<file path="config.mk">
export PLATFORM = sky130hd
export DESIGN_NAME = parser_input_arbiter
export DESIGN_NICKNAME = d
export VERILOG_FILES = /design/src/rtl/parser_input_arbiter.sv
export SDC_FILE = /design/constraint.sdc
export NUM_CORES = 1
export LEC_CHECK = 0
export CAP_MARGIN = 20
export CORE_MARGIN = 5
export CORE_UTILIZATION = 44
export CTS_BUF_LIST = sky130_fd_sc_hd__clkbuf_16
export CTS_CLUSTER_SIZE = 30
export DETAILED_ROUTE_END_ITERATION = 6
export PLACE_DENSITY = 0.83
export SKIP_LAST_GASP = 1
export SLEW_MARGIN = 15
export SYNTH_ARGS = -nofsm -noshare
export SYNTH_HDL_FRONTEND = slang
export SYNTH_SLANG_ARGS = --single-unit
</file>
<file path="constraint.sdc">
create_clock -name clk -period 3.6 [get_ports clk]
set_clock_uncertainty 0.15 [all_clocks]
set_input_delay 0.72 -clock clk [delete_from_list [all_inputs] [get_ports clk]]
set_output_delay 0.72 -clock clk [all_outputs]
set_load 0.005 [all_outputs]
</file>
<file path="src/rtl/parser_input_arbiter.sv">
// Packet-atomic round-robin arbiter in front of the sequence parser.
// Holds one port for a whole packet and checks beat count vs header length.
module parser_input_arbiter #(
  parameter int NUM_PORTS = 4,
  parameter int ID_W      = 2
) (
  input  logic                   clk,
  input  logic                   reset,
  input  logic [NUM_PORTS-1:0]   portEnable,
  input  logic [32*NUM_PORTS-1:0] dataIn,
  input  logic [NUM_PORTS-1:0]   dataIn_val,
  input  logic [NUM_PORTS-1:0]   dataIn_last,
  output logic [NUM_PORTS-1:0]   dataIn_ready,
  output logic [31:0]            dataOut,
  output logic                   dataOut_val,
  output logic                   dataOut_last,
  input  logic                   dataOut_ready,
  output logic                   grantValid,
  output logic [ID_W-1:0]        grantId,
  output logic                   lenErr,
  output logic [15:0]            pktCount
);

  localparam logic [0:0] S_IDLE = 1'b0;
  localparam logic [0:0] S_FWD  = 1'b1;

  logic [0:0]      r_state;
  logic [ID_W-1:0] r_rrPtr;
  logic [ID_W-1:0] r_grantId;
  logic            r_grantValid;
  logic            r_lenErr;
  logic [15:0]     r_pktCount;
  logic [15:0]     r_beatCnt;
  logic [16:0]     r_expBeats;
  logic            r_lenShort;

  logic [NUM_PORTS-1:0] w_req;
  logic            w_found;
  logic [ID_W-1:0] w_win;
  int              w_idx;
  logic [31:0]     w_gData;
  logic            w_gVal;
  logic            w_gLast;
  logic            w_fwd;
  logic            w_hs;
  logic            w_hdr;
  logic            w_eop;
  logic [15:0]     w_len;
  logic [16:0]     w_expNew;
  logic            w_shortNew;
  logic [16:0]     w_expCur;
  logic            w_shortCur;
  logic [16:0]     w_total;

  // Round-robin search starting at the pointer, wrapping modulo NUM_PORTS
  always_comb begin
    w_req   = dataIn_val & portEnable;
    w_found = 1'b0;
    w_win   = '0;
    w_idx   = 0;
    for (int k = 0; k < NUM_PORTS; k++) begin
      w_idx = int'(r_rrPtr) + k;
      if (w_idx >= NUM_PORTS) w_idx = w_idx - NUM_PORTS;
      if (!w_found && w_req[w_idx]) begin
        w_found = 1'b1;
        w_win   = ID_W'(w_idx);
      end
    end
  end

  always_comb begin
    w_gData = '0;
    w_gVal  = 1'b0;
    w_gLast = 1'b0;
    for (int i = 0; i < NUM_PORTS; i++) begin
      if (ID_W'(i) == r_grantId) begin
        w_gData = dataIn[32*i +: 32];
        w_gVal  = dataIn_val[i];
        w_gLast = dataIn_last[i];
      end
    end
  end

  assign w_fwd        = (r_state == S_FWD);
  assign dataOut      = w_fwd ? w_gData : 32'd0;
  assign dataOut_val  = w_fwd & w_gVal;
  assign dataOut_last = w_fwd & w_gLast;

  always_comb begin
    dataIn_ready = '0;
    for (int i = 0; i < NUM_PORTS; i++) begin
      dataIn_ready[i] = w_fwd && dataOut_ready && (ID_W'(i) == r_grantId);
    end
  end

  assign w_hs       = dataOut_val & dataOut_ready;
  assign w_hdr      = w_hs && (r_beatCnt == 16'd0);
  assign w_eop      = w_hs & dataOut_last;
  assign w_len      = w_gData[31:16];
  assign w_expNew   = ({1'b0, w_len} + 17'd3) >> 2;
  assign w_shortNew = (w_len < 16'd8);
  // A single-beat packet checks against its own header, not the stale register
  assign w_expCur   = w_hdr ? w_expNew : r_expBeats;
  assign w_shortCur = w_hdr ? w_shortNew : r_lenShort;
  assign w_total    = {1'b0, r_beatCnt} + 17'd1;

  always_ff @(posedge clk) begin
    if (reset) begin
      r_state      <= S_IDLE;
      r_rrPtr      <= '0;
      r_grantId    <= '0;
      r_grantValid <= 1'b0;
      r_lenErr     <= 1'b0;
      r_pktCount   <= '0;
      r_beatCnt    <= '0;
      r_expBeats   <= '0;
      r_lenShort   <= 1'b0;
    end else begin
      r_lenErr <= 1'b0;
      if (r_state == S_IDLE) begin
        if (w_found) begin
          r_grantId    <= w_win;
          r_grantValid <= 1'b1;
          r_beatCnt    <= '0;
          r_state      <= S_FWD;
        end
      end else begin
        if (w_hdr) begin
          r_expBeats <= w_expNew;
          r_lenShort <= w_shortNew;
        end
        if (w_hs) r_beatCnt <= r_beatCnt + 16'd1;
        if (w_eop) begin
          r_lenErr     <= (w_total != w_expCur) || w_shortCur;
          r_state      <= S_IDLE;
          r_grantValid <= 1'b0;
          r_pktCount   <= r_pktCount + 16'd1;
          r_rrPtr      <= (r_grantId == ID_W'(NUM_PORTS - 1)) ?
                          '0 : r_grantId + ID_W'(1);
        end
      end
    end
  end

  assign grantValid = r_grantValid;
  assign grantId    = r_grantId;
  assign lenErr     = r_lenErr;
  assign pktCount   = r_pktCount;

endmodule

</file>
==> flow_summary.toml, run 1 <==
[outcome]
status = "complete, no violations"

[power]
power-per-cell-area_nw_per_um2 = 337
cellLeakagePower_nw = 2.85
irDropWorstVdd_mv = 0.278
fin_total_pwr_mw = 2.52

[synth]
yosysMostFrequentCell = "sky130_fd_sc_hd__nor2_1"
synth_edf_count = 0
yosys_reg_bits = 57
netlist_instances = 650
synthesis.nets = 800
yosys_warnings = 0
share_of_synthesized_registers_carrying_an_async_set_or_reset_pct = 0
synth.avg_cell_area_um2 = 7.20
synth_area_leader_cell = "sky130_fd_sc_hd__dfxtp_1"
top_cell_type_s_share_of_synthesized_area_pct = 24.4
synth_commonest_cells = "sky130_fd_sc_hd__nor2_1 (117), sky130_fd_sc_hd__a21oi_1 (61), sky130_fd_sc_hd__dfxtp_1 (57), sky130_fd_sc_hd__nand2_1 (37), sky130_fd_sc_hd__nor3_1 (27)"
synthFlopType = "sky130_fd_sc_hd__dfxtp_1"
synth_top_cells_by_area = "sky130_fd_sc_hd__dfxtp_1 (24%), sky130_fd_sc_hd__nor2_1 (9.4%), sky130_fd_sc_hd__a21oi_1 (6.5%), sky130_fd_sc_hd__xnor2_1 (3.9%), sky130_fd_sc_hd__xor2_1 (3.2%)"
ys_seq_area_share_pct = 24.4
yosysUniqueCellTypes = 72
netlist_area_um2 = 4680

[grt]
grtUsageMet1_pct = 35.2
tot_gr_track_use_pct = 28.5
grtUsageMet2_pct = 49.4
global_route.overflow_total = 0
groute.layer.met3.usage_pct = 5.08
grt_start_max_net_pins = 35
global_route.peak_usage_layer = "met2"
grt_pass1_vias = 5689
antenna_found_initial = 0
first_pass_grt_wire_length_um = 29600

[cells_and_area]
final_cell_area_excluding_filler_cells_um2 = 7500
fin_nets = 1020
multiInputGateArea_um2 = 3280
area_growth_syn_to_layout_pct = 60.3
final_layout_size_suffix_gt1_share_pct = 13.1
diodes = 0
sequential_cell_area_um2 = 1140
num-fill-cells = 834

[floorplanning]
floorplan.rows = 37
die-area_um2 = 12800
core-area_um2 = 10400
initial_core_utilization_pct = 45.1
io-pin-count = 201
die_height_um = 113
die-width_um = 113

[worst_setup_path]
reg2reg_slack_ns = 0.07
reg2reg_from = "grantId[0]"
critical_path_arrival_ns = 2.67
ff2ff_path_depth = 13
cp-start-kind = "flop"
crit-reg2reg-capture = "lenErr"
timing.critical_path.fanout_max = 14
criticalPathCategory = "reg2out"
cp-end-kind = "output pin"
worst_ep_required_time_ns = 2.73

[sta]
setup_viol = 0
hold_violations = 0
max_freq_mhz = 283
slew-limit-headroom_pct = 44.5
final_min_period_over_clock_period_pct = 98.3
report.final.slew_viol_count = 0
period_minus_slack_ns = 3.54
rsz0062_at_grt = "true"
hold_slack_ns = 0.345
max_slew.worst_pin.slew_ns = 0.833

[cts]
clkSlewWorstSetupHoldPaths_ns = 0.05
clockBufferDepth = 2
root_buffer = "sky130_fd_sc_hd__clkbuf_16"
cts_htree_levels = 3
clock_tree_from_tritoncts = "yes"
tritoncts.num_buffers = 9
num_clock_sinks = 57
worst_skew_pair_latency_ns = 0.33

[run]
maxCapViolations = 0

[placement]
place_congestion = 0.970
place_area_um2 = 7010
port_buffers = 200
dp.final_hpwl_um = 14800

[drt]
post-route-drc-count = 0
routedWlPerCell_um = 18.9
firstDrtPassIters = 5
ratio_of_routed_vias_to_standard_cells = 5.89
total_number_of_vias = 5950
routed_wirelength_um = 19100
postRouteAntennaNets = 0
iteration_0_drc_count_of_the_detailed_router = 636

[hold_path]
worst_hold_path_stage_count = 2
hold_path_end = "grantId[0]"
hold_start = "grantId[0]"
hp-class = "reg2reg"
state kept, by name, summed over array words and instances (netlist names):
signal      count
r_expBeats     17
pktCount       16
r_rrPtr         2
r_state         1
grantId         2
r_lenShort      1
lenErr          1
grantValid      1
r_beatCnt      16
cell families after synthesis:
| group | count (synthesis) | share of synthesized area [%] |
|---|---|---|
| xor gates and xnor gates | 38 | 7.11 |
| muxes | 13 | 2.94 |
| buffers and inverters | 65 | 6.69 |
| adders and majority gates | 7 | 1.87 |
| AOI/OAI and AO/OA | 175 | 24.7 |
| DFF | 57 | 24.4 |
| and+or+nand+nor | 295 | 32.3 |
worst max path at each step:
stage	startpoint	to	slack, ns	cells after the start
2_1_floorplan	grantId[1]	lenErr	0.34	14
3_3_place_gp	dataIn[50]	lenErr	-0.06	10
3_5_place_dp	dataIn_val[0]	lenErr	-0.14	10
4_1_cts	grantId[1]	lenErr	-0.03	13
5_1_grt	grantId[1]	lenErr	-0.1	15
6_report	grantId[0]	dataOut[27]	0.06	10
placed cells by master (no fill, tap or decap), types with 5 or more instances in the layout:
| master | instances |
|---|---|
| sky130_fd_sc_hd__dfxtp_1 | 55 |
| sky130_fd_sc_hd__a21oi_1 | 61 |
| sky130_fd_sc_hd__a31oi_1 | 5 |
| sky130_fd_sc_hd__nand3_1 | 13 |
| sky130_fd_sc_hd__xor2_1 | 17 |
| sky130_fd_sc_hd__inv_1 | 14 |
| sky130_fd_sc_hd__clkbuf_16 | 9 |
| sky130_fd_sc_hd__nor4_1 | 9 |
| sky130_fd_sc_hd__ha_1 | 7 |
| sky130_fd_sc_hd__nor3_1 | 27 |
| sky130_fd_sc_hd__a22oi_1 | 16 |
| sky130_fd_sc_hd__o22ai_1 | 16 |
| sky130_fd_sc_hd__a221oi_1 | 13 |
| sky130_fd_sc_hd__nand4_1 | 10 |
| sky130_fd_sc_hd__nor2_1 | 117 |
| sky130_fd_sc_hd__or3_1 | 15 |
| sky130_fd_sc_hd__mux2i_1 | 8 |
| sky130_fd_sc_hd__nor2_2 | 5 |
| sky130_fd_sc_hd__a211oi_1 | 5 |
| sky130_fd_sc_hd__nand2_1 | 36 |
| sky130_fd_sc_hd__nor2b_1 | 5 |
| sky130_fd_sc_hd__xnor2_1 | 21 |
| sky130_fd_sc_hd__clkdlybuf4s50_1 | 199 |
| sky130_fd_sc_hd__buf_4 | 55 |
| sky130_fd_sc_hd__a221oi_2 | 6 |
| sky130_fd_sc_hd__and2_1 | 5 |
| sky130_fd_sc_hd__and3_1 | 15 |
| sky130_fd_sc_hd__nor3b_1 | 6 |
| sky130_fd_sc_hd__o21ai_0 | 26 |
layout make-up:
type | instances | area share, %
clock buffers | 9 | 3.00
well taps | 136 | 2.27
clock inverters | 7 | 1.47
repair buffers | 260 | 33.6
flip-flops and latches | 57 | 15.3
inverters | 14 | 0.701
multi-input cells | 528 | 43.7
critical path: stages (launching register included):
cell	delay, ns
sky130_fd_sc_hd__dfxtp_2	0.36
sky130_fd_sc_hd__inv_1	0.09
sky130_fd_sc_hd__ha_1	0.26
sky130_fd_sc_hd__or2_4	0.31
sky130_fd_sc_hd__buf_12	0.16
sky130_fd_sc_hd__a221oi_1	0.29
sky130_fd_sc_hd__nor2_2	0.10
sky130_fd_sc_hd__buf_4	0.16
sky130_fd_sc_hd__inv_1	0.11
sky130_fd_sc_hd__nor2_1	0.05
sky130_fd_sc_hd__clkdlybuf4s50_1	0.44
routing by layer:
layer  part of all wire (%)  vias up
met1                     42     2822
met4                    3.2        0
met2                     48      277
li1                       -     2804
met3                    7.0       47
met5                      0        -
what timing repair did:
item	4_1_cts	5_1_grt
gates cloned	0	0
hold buffers	0	0
setup endpoints to repair	3	39
pin swaps	0	2
setup buffers	0	7
resized for setup	8	7
stage by stage:
stage | std cells | TNS [ns] | util (%) | worst slack [ns]
floorplan | 650 | 0 | - | 0.342
global placement | 987 | -0.0565 | 67.6 | -0.0565
detailed placement | 987 | -0.145 | 67.6 | -0.145
CTS | 1003 | -0.0311 | 71.2 | -0.0311
global route | 1011 | -0.172 | 72.3 | -0.0971
finish | 1011 | 0 | 72.3 | 0.0619
where the power goes:
group          internal (mW)  switching (mW)
clock network          0.668           0.296
logic                  0.478           0.423
registers              0.647          0.0115
Note: power is estimated with default switching activity, not from simulation.
==> run 2, diff against run 1 <==
CTS_CLUSTER_SIZE = 10   (was 30)
RECOVER_POWER = 50   (was unset)
==> run 2 against run 1 <==
Compared with the run above:
- count of clock-buffer cells in the layout stayed put
- flip-flop and latch count stayed put
- combinational power hardly changed
- core utilization stayed put
- non-clock buffer count stayed put
- first-iteration DRC count is 1.9% higher
- global-route usage stayed put
- hold slack hardly changed
- register-to-register slack hardly changed
- clock power hardly changed
- die area stayed put
- critical endpoint unchanged
- largest power group unchanged
- highest routed layer unchanged
==> flow_summary.toml, run 2 (synthesis gave the netlist of run 1 again) <==
[hold_path]
hp-class = "reg2reg"

[drt]
ratio_of_routed_vias_to_standard_cells = 5.88
iteration_0_drc_count_of_the_detailed_router = 648
post-route-drc-count = 0
firstDrtPassIters = 6
routedWlPerCell_um = 19.0
routed_wirelength_um = 19200
total_number_of_vias = 5946
postRouteAntennaNets = 0

[outcome]
status = "complete, no violations"

[placement]
dp.final_hpwl_um = 14800
place_congestion = 0.970
place_ws_ns = -0.145
port_buffers = 200

[cells_and_area]
regMostFlops = "r_expBeats"
mostFrequentLayoutCells = "sky130_fd_sc_hd__clkdlybuf4s50_1 (179), sky130_fd_sc_hd__nor2_1 (117), sky130_fd_sc_hd__a21oi_1 (61)"
diodes = 0
area_growth_syn_to_layout_pct = 60.3
largest_register_ffs = 17
fin_nets = 1020
layout.cells.most_common = "sky130_fd_sc_hd__clkdlybuf4s50_1"
final_layout_size_suffix_gt1_share_pct = 13.1

[cts]
clkSlewWorstSetupHoldPaths_ns = 0.05
tritoncts.num_buffers = 9
cts_htree_levels = 3
hold_fix_buffers_at_cts = 0
clock_tree_from_tritoncts = "yes"
num_clock_sinks = 57
worst_skew_pair_latency_ns = 0.33
clockBufferDepth = 2
root_buffer = "sky130_fd_sc_hd__clkbuf_16"

[grt]
groute.layer.met3.usage_pct = 5.08
grt_start_max_net_pins = 35
first_pass_grt_wire_length_um = 29600
grtUsageMet2_pct = 49.4
antenna_found_initial = 0
grtUsageMet1_pct = 35.2
grt_pass1_vias = 5689
global_route.overflow_total = 0
tot_gr_track_use_pct = 28.5
global_route.peak_usage_layer = "met2"

[worst_setup_path]
cp-start-kind = "flop"
criticalPathCategory = "reg2out"
timing.critical_path.cells = "inv_1 > ha_1 > or2_4 > buf_12 > a221oi_1 > nor2_2 > buf_4 > inv_1 > nor2_1 > clkdlybuf4s50_1"
timing.critical_path.slowest_cell_delay_ns = 0.44
slowest_stage = "sky130_fd_sc_hd__clkdlybuf4s50_1"
critical_path.most_common_cell = "sky130_fd_sc_hd__inv_1"
worst_ep_required_time_ns = 2.73
timing.critical_path.fanout_max = 14
cp-end-kind = "output pin"
critical_path_arrival_ns = 2.67

[floorplanning]
die_height_um = 113
floorplan.rows = 37
io-pin-count = 201
initial_core_utilization_pct = 45.1
core-area_um2 = 10400
die-area_um2 = 12800
die-width_um = 113

[sta]
max_slew.worst_pin.slew_ns = 0.813
final_min_period_over_clock_period_pct = 98.2
setup_viol = 0
period_minus_slack_ns = 3.54
fin_setup_tns_ns = 0
hold_violations = 0
max_freq_mhz = 283
timing.final.ws_setup_ns = 0.0632
rsz0062_at_grt = "true"
hold_slack_ns = 0.345
report.final.slew_viol_count = 0
slew-limit-headroom_pct = 45.7

[power]
netSwitchingFraction_pct = 29.0
irDropWorstVdd_mv = 0.278
internal_power_mw = 1.79
seq_power_share_pct = 26.1
power-per-cell-area_nw_per_um2 = 337
logic_gate_share_of_total_power_pct = 35.7
cellLeakagePower_nw = 2.91
switching_power_mw = 0.731
power_share_of_the_clock_group_pct = 38.2

[run]
maxCapViolations = 0
[run 2: changes by cell type in the layout (fill, tap and decap cells not counted)]
| cell | delta |
|---|---|
| sky130_fd_sc_hd__clkdlybuf4s50_1 | -20 |
| sky130_fd_sc_hd__clkbuf_4 | +1 |
| sky130_fd_sc_hd__buf_4 | -1 |
| sky130_fd_sc_hd__dlygate4sd3_1 | +20 |
[run 2: timing repair]
action	4_1_cts	5_1_grt
resized for setup	8	7
pin swaps	0	2
setup buffers	0	7
endpoints found under the setup margin	3	39
[run 2: path summary, 6_finish.rpt]
check        startpoint     endpoint  slack [ns]  depth (start not counted)
max          grantId[0]  dataOut[27]        0.06                         10
min          grantId[0]   grantId[0]        0.35                          2
max reg2reg  grantId[0]       lenErr        0.07                         13
min reg2reg  grantId[0]   grantId[0]        0.35                          2
[run 2: critical path, delay by kind of cell, from the launching register on]
kind                     cells  cell delay (ns)
AO/OA/AOI/OAI                1             0.29
buffers and inverters        5             0.96
AND/OR/NAND/NOR              3             0.46
flip-flops                   1             0.36
adder cells (fa/ha/maj)      1             0.26
[run 2: power groups by stage]
stage / combinational [mW] / sequential [mW] / clock, mW
3_5_place_dp: 0.842 / 0.670 / 0
5_1_grt: 0.968 / 0.659 / 1.00
4_1_cts: 0.859 / 0.657 / 0.970
6_report: 0.900 / 0.658 / 0.964
2_1_floorplan: 0.425 / 0.668 / 0
3_3_place_gp: 0.824 / 0.669 / 0
[run 2: stage by stage]
step	instance area (um^2)	total power, mW	util [%]	instances
final	7500	2.52	72.3	1011
after global routing	7500	2.63	72.3	1011
after CTS	7380	2.49	71.2	1003
after detailed placement	7010	1.51	67.6	987
after global placement	7010	1.49	67.6	987
after floorplan	4680	1.09	-	650
[run 2: per-layer routing]
layer / vias up / part of all wire, %
met5: - / 0
met4: 0 / 3.0
met3: 45 / 6.9
met2: 269 / 48
met1: 2829 / 42
li1: 2803 / -
[run 2: final cells by class]
| type | count | area, um^2 |
|---|---|---|
| inverters | 14 | 52.6 |
| flip-flops and latches | 57 | 1140 |
| multi-input cells | 528 | 3280 |
| clock inverters | 7 | 110 |
| clock buffers | 9 | 225 |
| fillers | 834 | 2870 |
| well taps | 136 | 170 |
| repair buffers | 260 | 2520 |
==> run 3, diff against run 2 <==
SLEW_MARGIN = unset   (was 15)
==> run 3 against run 2 <==
Compared with the run above:
- sequential power about the same
- register-to-register slack worse by 0.05 ns
- first-iteration DRC count rose by 2.8%
- die area stayed put
- non-clock buffer count is 1 lower
- sequential share of layout area barely moved
- worst setup slack lost 0.040 ns
- cell count hardly changed
- count of clock-buffer cells in the layout stayed put
- maximum frequency down 1.1%
- critical path type is now reg2reg
- critical endpoint is now lenErr
- largest cell class unchanged
- highest routed layer unchanged
==> flow_summary.toml, run 3 (synthesis gave the netlist of run 1 again) <==
[hold_path]
hp-class = "reg2reg"

[cts]
clock_tree_from_tritoncts = "yes"
root_buffer = "sky130_fd_sc_hd__clkbuf_16"
clkSlewWorstSetupHoldPaths_ns = 0.05
hold_fix_buffers_at_cts = 0
tritoncts.num_buffers = 9
worst_skew_pair_latency_ns = 0.33
num_clock_sinks = 57
clockBufferDepth = 2
cts_htree_levels = 3

[cells_and_area]
layout.cells.most_common = "sky130_fd_sc_hd__clkdlybuf4s50_1"
num-fill-cells = 833
fin_nets = 1019
final_layout_size_suffix_gt1_share_pct = 13.0
diodes = 0
regMostFlops = "r_expBeats"
final_cell_area_excluding_filler_cells_um2 = 7490
largest_register_ffs = 17
fin_util_pct = 72.3
mostFrequentLayoutCells = "sky130_fd_sc_hd__clkdlybuf4s50_1 (188), sky130_fd_sc_hd__nor2_1 (117), sky130_fd_sc_hd__a21oi_1 (61)"
area_growth_syn_to_layout_pct = 60.2
fin_cells = 1010

[grt]
grt_pass1_vias = 5689
grt_start_max_net_pins = 35
first_pass_grt_wire_length_um = 29600
tot_gr_track_use_pct = 28.5
antenna_found_initial = 0
global_route.overflow_total = 0

[drt]
total_number_of_vias = 5959
post_route_met1_wirelength_um = 7970
routed-wl-met2_um = 9270
postRouteAntennaNets = 0
routed_wirelength_um = 19200
post-route-drc-count = 0
ratio_of_routed_vias_to_standard_cells = 5.90
detailroute.wirelength.met3_um = 1360
firstDrtPassIters = 5
iteration_0_drc_count_of_the_detailed_router = 666
highest-signal-layer = "met4"
routedWlPerCell_um = 19.0

[floorplanning]
die-width_um = 113
initial_core_utilization_pct = 45.1
floorplan.rows = 37
core-area_um2 = 10400
io-pin-count = 201
die_height_um = 113
die-area_um2 = 12800

[power]
power-per-cell-area_nw_per_um2 = 337
internal_power_mw = 1.79
netSwitchingFraction_pct = 29.1
power_share_of_the_clock_group_pct = 38.3
logic_gate_share_of_total_power_pct = 35.6
seq_power_share_pct = 26.1
fin_total_pwr_mw = 2.52
irDropWorstVdd_mv = 0.283
switching_power_mw = 0.733
cellLeakagePower_nw = 2.88

[worst_setup_path]
crit_family = "simple AND/OR/NAND/NOR gates"
worst_ep_required_time_ns = 3.70
timing.critical_path.cells = "inv_1 > ha_1 > nor2b_4 > buf_12 > a22o_1 > o221a_2 > nand4_4 > or4_1 > a31o_2 > xnor2_1 > mux2_2 > and4b_1 > a31oi_1"
slowest_stage = "sky130_fd_sc_hd__or4_1"
timing.critical_path.fanout_max = 13
cp-end-kind = "flop"
criticalPathCategory = "reg2reg"
critical_path_arrival_ns = 3.68
timing.critical_path.slowest_cell_delay_ns = 0.52
cp-start-kind = "flop"
path_buf_inv = 2

[sta]
report.final.slew_viol_count = 0
hold_violations = 0
slew-limit-headroom_pct = 45.6
max_slew.worst_pin.slew_ns = 0.816
setup_viol = 0
max_freq_mhz = 280
final_min_period_over_clock_period_pct = 99.4
rsz0062_at_grt = "true"
period_minus_slack_ns = 3.58
fin_setup_tns_ns = 0

[outcome]
status = "complete, no violations"

[placement]
dp.final_hpwl_um = 14800
place_congestion = 0.970
port_buffers = 200
place_area_um2 = 7010
numPlacedInstances = 987

[run]
maxCapViolations = 0
run 3: cell types whose count changed in the layout (fill, tap and decap cells not counted), sizes merged:
cell,before,now
clkdlybuf4s50,179,188
clkbuf,10,9
dlygate4sd3,20,11
run 3: final timing paths:
check              from          to  slack [ns]  cells past startpoint
min          grantId[0]  grantId[0]        0.35                      2
max reg2reg  grantId[0]      lenErr        0.02                     13
min reg2reg  grantId[0]  grantId[0]        0.35                      2
max          grantId[0]      lenErr        0.02                     13
run 3: tightest hold or removal path, stage by stage, from the launching register on:
cell                      delay [ns]
sky130_fd_sc_hd__dfxtp_2        0.34
sky130_fd_sc_hd__nand2_1        0.06
sky130_fd_sc_hd__a21oi_1        0.05
run 3: per-stage QoR:
step / setup WS [ns] / hold slack (ns)
floorplan: 0.342 / 0.309
global placement: -0.0565 / 0.315
detailed placement: -0.145 / 0.335
CTS: -0.0311 / 0.338
global route: -0.124 / 0.354
finish: 0.0232 / 0.346
run 3: timing repair:
action	in CTS	in global routing
pin swaps	0	4
resized for setup	8	8
setup buffers	0	6
setup endpoints to repair	3	38
run 3: cell type report:
class                           instances  area (um^2)  share of cell area (%)
Clock buffer                            9          225                    3.01
Clock inverter                          7          110                    1.47
Inverter                               14         52.6                   0.701
Multi-Input combinational cell        528         3280                    43.8
Sequential cell                        57         1140                    15.3
Tap cell                              136          170                    2.27
Timing Repair Buffer                  259         2510                    33.5
run 3: power by group through the flow:
stage,Clock (mW),Combinational (mW),Sequential [mW]
detailed placement,0,0.842,0.670
floorplan,0,0.425,0.668
finish,0.967,0.898,0.658
CTS,0.970,0.859,0.657
global route,1.00,0.964,0.659
global placement,0,0.824,0.669
run 3: layer usage:
layer / up-vias / global-route usage [%]
met5: - / 0
met4: 0 / 10.7
met3: 49 / 5.08
met2: 264 / 49.4
met1: 2839 / 35.2
li1: 2807 / -
